### src/rtl/msk_sym_sync.sv
`default_nettype none
// ============================================================================
// msk_sym_sync : early/late gate symbol synchroniser for an MSK matched filter.
//                Optional MSK_SYM_SOFT_EN drives soft_out with the on-time sample.
// Revision     : 1.0  initial release
// ============================================================================
module msk_sym_sync #(
    parameter int WI     = 16,
    parameter int SPS    = 20,
    parameter int ELD    = 2,
    parameter int NAVG   = 8,
    parameter int THRESH = 4096,
    parameter int LOCK_N = 16
) (
    input  logic                 clk,
    input  logic                 rst,
    input  logic signed [WI-1:0] din,
    input  logic                 din_val,
    output logic                 bit_out,
    output logic                 bit_val,
    output logic signed [WI-1:0] soft_out,
    output logic                 adj_adv,
    output logic                 adj_ret,
    output logic                 lock
);

    localparam int CW    = $clog2(SPS + 1);
    localparam int AW    = WI + 1 + $clog2(NAVG);
    localparam int SW    = $clog2(NAVG + 1);
    localparam int LW    = $clog2(LOCK_N + 1);
    localparam int c_ctr = SPS / 2;

    localparam logic [CW-1:0]        c_early = CW'(c_ctr - ELD);
    localparam logic [CW-1:0]        c_ontim = CW'(c_ctr);
    localparam logic [CW-1:0]        c_late  = CW'(c_ctr + ELD);
    localparam logic signed [AW-1:0] c_thr   = AW'(THRESH);

    generate
        if ((c_ctr - ELD) < 1 || (c_ctr + ELD) > (SPS - 3)) begin : g_bad_cfg
            $error("msk_sym_sync: early/late gates fall outside the symbol period");
        end
    endgenerate

    // Magnitude in WI+1 bits so the most negative input does not overflow.
    function automatic logic signed [WI:0] f_abs(input logic signed [WI-1:0] x);
        logic signed [WI:0] xe;
        xe = {x[WI-1], x};
        return xe[WI] ? -xe : xe;
    endfunction

    logic [CW-1:0]        r_cnt;
    logic [SW-1:0]        r_sym;
    logic [LW-1:0]        r_lock_cnt;
    logic signed [AW-1:0] r_acc;
    logic signed [WI:0]   r_early_abs;
    logic                 r_pend_adv, r_pend_ret;
    logic                 r_bit, r_bit_val, r_adj_adv, r_adj_ret, r_lock;

    logic [CW-1:0]        w_term;
    logic                 w_wrap, w_cap_e, w_cap_o, w_cap_l, w_eval, w_gt, w_lt;
    logic signed [WI:0]   w_abs_din, w_err;
    logic signed [AW-1:0] w_acc_sum;

    // A pending correction moves the wrap point of the period in progress.
    always_comb begin
        w_term = CW'(SPS - 1);
        if (r_pend_adv)
            w_term = CW'(SPS - 2);
        else if (r_pend_ret)
            w_term = CW'(SPS);
    end

    assign w_wrap    = din_val && (r_cnt == w_term);
    assign w_cap_e   = din_val && (r_cnt == c_early);
    assign w_cap_o   = din_val && (r_cnt == c_ontim);
    assign w_cap_l   = din_val && (r_cnt == c_late);
    assign w_eval    = w_cap_l && (r_sym == SW'(NAVG - 1));
    assign w_abs_din = f_abs(din);
    assign w_err     = r_early_abs - w_abs_din;
    assign w_acc_sum = r_acc + {{(AW-WI-1){w_err[WI]}}, w_err};
    assign w_gt      = w_acc_sum > c_thr;
    assign w_lt      = w_acc_sum < -c_thr;

    always_ff @(posedge clk) begin
        if (rst) begin
            r_cnt       <= '0;
            r_sym       <= '0;
            r_lock_cnt  <= '0;
            r_acc       <= '0;
            r_early_abs <= '0;
            r_pend_adv  <= 1'b0;
            r_pend_ret  <= 1'b0;
            r_bit       <= 1'b0;
            r_bit_val   <= 1'b0;
            r_adj_adv   <= 1'b0;
            r_adj_ret   <= 1'b0;
            r_lock      <= 1'b0;
        end else begin
            r_bit_val <= 1'b0;
            r_adj_adv <= 1'b0;
            r_adj_ret <= 1'b0;
            r_lock    <= (r_lock_cnt == LW'(LOCK_N));

            if (din_val)
                r_cnt <= w_wrap ? '0 : r_cnt + 1'b1;

            if (w_cap_e)
                r_early_abs <= w_abs_din;

            if (w_cap_o) begin
                r_bit     <= ~din[WI-1];
                r_bit_val <= 1'b1;
            end

            if (w_cap_l) begin
                if (w_eval) begin
                    r_acc      <= '0;
                    r_sym      <= '0;
                    r_pend_adv <= w_gt;
                    r_pend_ret <= w_lt;
                    if (w_gt || w_lt)
                        r_lock_cnt <= '0;
                    else if (r_lock_cnt != LW'(LOCK_N))
                        r_lock_cnt <= r_lock_cnt + 1'b1;
                end else begin
                    r_acc <= w_acc_sum;
                    r_sym <= r_sym + 1'b1;
                end
            end

            // Late gate always precedes the earliest wrap, so these never collide.
            if (w_wrap) begin
                r_adj_adv  <= r_pend_adv;
                r_adj_ret  <= r_pend_ret;
                r_pend_adv <= 1'b0;
                r_pend_ret <= 1'b0;
            end
        end
    end

`ifdef MSK_SYM_SOFT_EN
    logic signed [WI-1:0] r_soft;

    always_ff @(posedge clk) begin
        if (rst)
            r_soft <= '0;
        else if (w_cap_o)
            r_soft <= din;
    end

    assign soft_out = r_soft;
`else
    assign soft_out = '0;
`endif

    assign bit_out = r_bit;
    assign bit_val = r_bit_val;
    assign adj_adv = r_adj_adv;
    assign adj_ret = r_adj_ret;
    assign lock    = r_lock;

endmodule
`default_nettype wire
### config.mk
export PLATFORM = sky130hd
export DESIGN_NAME = msk_sym_sync
export DESIGN_NICKNAME = d
export VERILOG_FILES = /design/src/rtl/msk_sym_sync.sv
export SDC_FILE = /design/constraint.sdc
export NUM_CORES = 1
export LEC_CHECK = 0
export CAP_MARGIN = 30
export CORE_UTILIZATION = 40
export DETAILED_ROUTE_END_ITERATION = 7
export PLACE_DENSITY_LB_ADDON = 0.2
export SYNTH_ARGS = -nofsm -noshare
export SYNTH_HDL_FRONTEND = slang
export SYNTH_SLANG_ARGS = --single-unit
### constraint.sdc
create_clock -name clk -period 8.1 [get_ports clk]
set_clock_uncertainty 0.15 [all_clocks]
set_input_delay 1.215 -clock clk [delete_from_list [all_inputs] [get_ports clk]]
set_output_delay 1.215 -clock clk [all_outputs]
set_load 0.005 [all_outputs]
Word-level counts from Yosys, hierarchy flattened. Cells that the tools add are included.

Logic and storage cells: 49. Register bits: 58. Input port bits: 19.

Eq/ne operators: 7. Bitwise operators: 2. Reductions and logical operators: 11. Order comparisons: 2. Multiplexer cells: 9. Add/sub/neg operators: 6.

Operators with widths (count): 20-bit adder (1); 20-bit by 14-bit > comparator with 1-bit output (second input constant) (1); 20-bit by 13-bit less-than comparator with 1-bit output (second input constant) (1); 20-bit 2-to-1 mux (1); 17-bit 2-to-1 mux (1); 16-bit negation with 17-bit output (1); 17-bit subtractor (1); 5-bit by 4-bit equality test with 1-bit output (second input constant) (3); 5-bit 2-to-1 mux (3); 5-bit by 1-bit adder with 5-bit output (second input constant) (2); 3-bit 2-to-1 mux (2); 5-bit equality test (1); 5-bit equality test (second input constant) (1); 1-bit logical AND (5); 5-bit != test (second input constant) (1); 4-bit by 1-bit adder with 4-bit output (second input constant) (1); 4-bit by 3-bit equality test with 1-bit output (second input constant) (1); 4-bit 2-to-1 mux (1); 2-bit OR reduction (2); 3-bit AND reduction (1); 1-bit NOT (2); 2-bit AND reduction (1); 2-bit nonzero test (1); 1-bit logical OR (1); 1-bit 2-to-1 mux (1).

Longest topological paths before layout.
Depth after elaboration: 8. Depth in mapped cells: 27.

Worst setup path after synthesis. Ideal clock, no wire load.

Path type: input port to flip-flop. From: in din[15]. To: reg r_lock_cnt[1]. Stages: 26. Arrival: 6.807 ns. Path buffers: 2. Slack: 1.086 ns. Library setup time: 0.057 ns. Data required time: 7.893 ns. Path through: buf_2 -> buf_2 -> mux2i_1 -> ha_1 -> nor2b_1 -> o21a_1 -> o32a_1 -> a31o_2 -> a21oi_1 -> o21ai_1 -> maj3_1 -> o31ai_1 -> o311ai_2 -> maj3_1 -> a21oi_1 -> o211ai_1 -> ha_1 -> nor3_1 -> o211ai_1 -> a31o_2 -> a21oi_1 -> xor2_1 -> or4_1 -> mux2_4 -> nor4_1 -> a21o_1.

Cells in the longest elaborated chain, start to end: 8. Elaborated cells on any way between the ends: 10.

Ends and longest elaborated chain: from (decl) (line 17) `input logic signed [WI-1:0] din,`; 16-bit negation with 17-bit output (line 48) `return xe[WI] ? -xe : xe;`; 17-bit 2-to-1 mux (*) (line 48); 17-bit subtractor (*) (line 79) `assign w_err = r_early_abs - w_abs_din;`; 20-bit adder (*) (line 80) `assign w_acc_sum = r_acc + {{(AW-WI-1){w_err[WI]}}, w_err};`; 20-bit by 14-bit > comparator with 1-bit output / 20-bit by 13-bit less-than comparator with 1-bit output (equally long branches) (line 81, 82); 1-bit logical OR (*) (line 121) `if (w_gt || w_lt)`; 2-bit nonzero test (no line); 3-bit AND reduction (no line); to (signal assigned) (line 124) `r_lock_cnt <= r_lock_cnt + 1'b1;`; to (decl) (line 53) `logic [LW-1:0] r_lock_cnt;`.

Mark *: on every way between the ends. The rest lies on a longest branch, timed or not. A chain may end at the register's enable or synchronous reset.

Worst setup path after layout.
From: in din[1]. To: reg r_lock_cnt[1].

The elaborated chain is that of the path after synthesis.

==> impl_results.rst <==
.. list-table::
   :header-rows: 1

   * - Metric
     - Value
   * - Status
     - completed
   * - Maximum number of buffers from clock root to sink
     - 2
   * - Global-route wire length before repair
     - 16990 um
   * - Half-perimeter wire length after placement
     - 7570 um
   * - Clock root cell
     - clkbuf_16
   * - Unrepaired setup endpoints after global routing
     - false
   * - Antenna diodes
     - 0
   * - Ports
     - 40
   * - Vias per Instance
     - 5.388
   * - Post-synthesis area per instance
     - 8.203 sq um
   * - Mapped cell area
     - 0.004586 sq mm
   * - Ratio of cells with drive above 1 in the final layout
     - 7.401%
   * - Leakage power
     - 2.119 nW
   * - Gate count of the mapped netlist
     - 559
   * - CP Capture Type
     - flip-flop
   * - Power density over the cells
     - 153.1 mW/mm^2
   * - Total core area
     - 0.01098 sq mm
   * - CP required
     - 8.22 ns
   * - Number of antenna violations at the first check in global routing
     - 0
   * - Via count of the first global-routing pass
     - 3733
   * - Post-cts resize count
     - 0
   * - Design internal power
     - 0.5892 mW
   * - Net switching share of the total power
     - 25.88%
   * - Final setup violation count
     - 0
   * - Area of combinational cells with multiple inputs
     - 0.003192 sq mm
   * - Headroom to the max-slew limit
     - 41.31%
   * - Filler instances
     - 1078
   * - Maximum frequency from static timing analysis
     - 131.6 MHz
   * - GRT Util Overall
     - 18.22%
   * - Sequential area share after synthesis
     - 25.32%
   * - Die H
     - 109.1 um
   * - Final net count
     - 631
   * - Path type of the worst setup path
     - in2reg
   * - Worst-margin pin slew
     - 0.8685 ns
   * - Remaining global-route overflow
     - 0
   * - FP Rows
     - 38
   * - Maximum number of pins on one net before global-route repair
     - 55
   * - Storage cell area
     - 0.001161 sq mm
   * - Clock tree from TritonCTS
     - built
   * - Worst vdd ir
     - 0.1085 mV
   * - Dominant cell type by area after synthesis
     - dfxtp_1
   * - Number of setup buffers added after CTS
     - 0
   * - Die width
     - 109.1 um
   * - Drt initial violations
     - 156
   * - Post-synth EDFFs
     - 0
   * - Full die area
     - 0.01190 sq mm
   * - Synth Warn #
     - 0
   * - Num CTS Buffers
     - 9
   * - IO Port Bufs
     - 23
   * - Final Max Tran Viols
     - 0
   * - Starting Density
     - 41.75%
   * - Type of the tightest min-delay check
     - reg2reg
   * - Wirelength per Cell
     - 13.95 um
   * - Synth unique cells
     - 70
   * - Antenna Violating Nets Remaining
     - 0
   * - Part of the cycle the worst path needs
     - 93.83%
   * - Largest fanout of any net on the critical path
     - 7
   * - Hold Buf Count CTS
     - 0
   * - Crit start category
     - input pin
   * - Portion of total power attributed to sequential cells
     - 36.3%
   * - Combinational fraction of design power
     - 15.0%
   * - CTS clk-pin slew, worst paths
     - 0.05 ns
   * - Data arrival at the endpoint of the critical path
     - 7.72 ns
   * - Routability congestion estimate from global placement
     - 0.8274
   * - Post-route DRC
     - 0
   * - Post-route setup TNS
     - 0 ns
   * - Share of synthesized flip-flops with an asynchronous set or reset
     - 0%
   * - Top post-synthesis cells by area
     - dfxtp_1 (25%), ha_1 (9.3%), xnor2_1 (6.5%)
   * - Post-synth top flop
     - dfxtp_1
   * - Yosys top cell area share
     - 25.32%
   * - Flops & latches, synth
     - 58
   * - Skew-Pair Late Insertion Delay
     - 0.33 ns
   * - Final critical path time including I/O delays and setup
     - 7.600 ns
   * - Final hold violation count
     - 0
   * - Share of the core filled with cells
     - 47.29%
   * - Number of sinks driven by the clock tree
     - 58
   * - Total Wirelength
     - 10060 um
   * - Level count of the clock H-tree
     - 3
   * - Area delta synth->final
     - 13.26%
   * - Drt pass-1 iters
     - 4
   * - Clock network fraction of total power
     - 48.7%
   * - Post-route cell area
     - 0.005194 sq mm
   * - Via count
     - 3885
   * - Count of maximum capacitance violations
     - 0
   * - Switching component of the power
     - 0.2057 mW
   * - Placed cell areas
     - 0.004888 sq mm
[synth_stat cells, types with 15 or more instances]
master and number:
dfxtp_1 58, nor2_1 68, xor2_1 23, buf_4 17, ha_1 34, a22oi_1 15, nand2_1 33, xnor2_1 34
a211oi_1 20, clkbuf_1 17, a21oi_1 35, inv_1 21
[state kept, by name, indices dropped and copies added (netlist names)]
| register | cells |
|---|---|
| adj_adv | 1 |
| adj_ret | 1 |
| bit_out | 1 |
| bit_val | 1 |
| lock | 1 |
| r_acc | 20 |
| r_cnt | 5 |
| r_early_abs | 17 |
| r_lock_cnt | 5 |
| r_pend_adv | 1 |
| r_pend_ret | 1 |
| r_sym | 4 |
[logic make-up after synthesis]
group	after synthesis	share of synthesized area [%]
and+or+nand+nor	190	21.01
AOI/OAI and AO/OA	145	21.80
xor gates and xnor gates	62	13.48
buffers and inverters	59	6.303
DFF	58	25.32
adders and majority gates	41	11.24
muxes	3	0.7639
other	1	0.08178
[layout make-up]
class                      instances  area share [%]
multi-input combinational        457           61.46
sequential                        58           22.36
timing repair buffer              29           5.420
clock buffer                      11           4.866
tap                              140           3.373
inverter                          21           1.518
clock inverter                     5           1.012
[per-stage QoR]
stage | total power, mW | cells | hold slack [ns] | worst slack, ns
6_report | 0.7950 | 721 | 0.3114 | 0.4999
5_1_grt | 0.8315 | 721 | 0.3289 | 0.05001
4_1_cts | 0.8033 | 721 | 0.3104 | 0.4677
3_5_place_dp | 0.4128 | 705 | 0.3036 | 0.1386
3_3_place_gp | 0.4117 | 703 | 0.2977 | 0.3017
2_1_floorplan | 0.3860 | 574 | 0.2862 | 1.086
[power groups by stage]
| stage | sequential (mW) | combinational (mW) | clock [mW] |
|---|---|---|---|
| 5_1_grt | 0.288 | 0.135 | 0.409 |
| 6_report | 0.288 | 0.120 | 0.387 |
| 2_1_floorplan | 0.294 | 0.0924 | 0 |
| 3_5_place_dp | 0.294 | 0.119 | 0 |
| 3_3_place_gp | 0.294 | 0.117 | 0 |
| 4_1_cts | 0.288 | 0.120 | 0.395 |
[per-layer routing]
metal	track usage (%)	vias to the layer above	wire length (um)
li1	-	2023	-
met1	22.55	1791	4784
met2	31.36	61	4712
met3	3.646	10	418
met4	5.985	0	144
met5	0	-	0
[cell usage in the layout (no fill, tap or decap), drive strengths merged, types with 10 or more instances in the layout]
| cell | n |
|---|---|
| a21o | 13 |
| clkdlybuf4s50 | 22 |
| nor3 | 10 |
| clkbuf | 11 |
| conb | 16 |
| dfxtp | 58 |
| a22oi | 15 |
| inv | 21 |
| xnor2 | 35 |
| nand2 | 33 |
| a211oi | 20 |
| nand3 | 12 |
| a21oi | 37 |
| xor2 | 23 |
| ha | 34 |
| o21ai | 16 |
| nor2 | 68 |
[worst max-delay path: stages]
cell	delay [ns]
clkdlybuf4s50_1	0.55
inv_1	0.07
ha_1	0.26
mux2i_1	0.24
ha_1	0.28
nor2b_1	0.13
o21a_1	0.18
o32a_1	0.33
a31o_2	0.26
a21oi_1	0.11
o21ai_1	0.12
maj3_1	0.36
o31ai_1	0.28
o311ai_2	0.17
maj3_1	0.39
a21oi_1	0.24
o211ai_1	0.14
ha_1	0.29
nor3_1	0.18
o211ai_1	0.14
a31o_2	0.27
a21oi_1	0.17
xor2_1	0.11
or4_1	0.54
mux2_4	0.32
o31ai_1	0.27
a21o_1	0.11
[final timing paths]
check | from | end | depth (start not counted) | slack, ns
setup reg to reg | r_early_abs[1] | r_lock_cnt[1] | 23 | 2.19
hold reg to reg | r_acc[0] | r_acc[0] | 2 | 0.31
hold / removal | r_acc[0] | r_acc[0] | 2 | 0.31
setup / recovery | din[1] | r_lock_cnt[1] | 27 | 0.50
(Power assumes the default switching activity.)
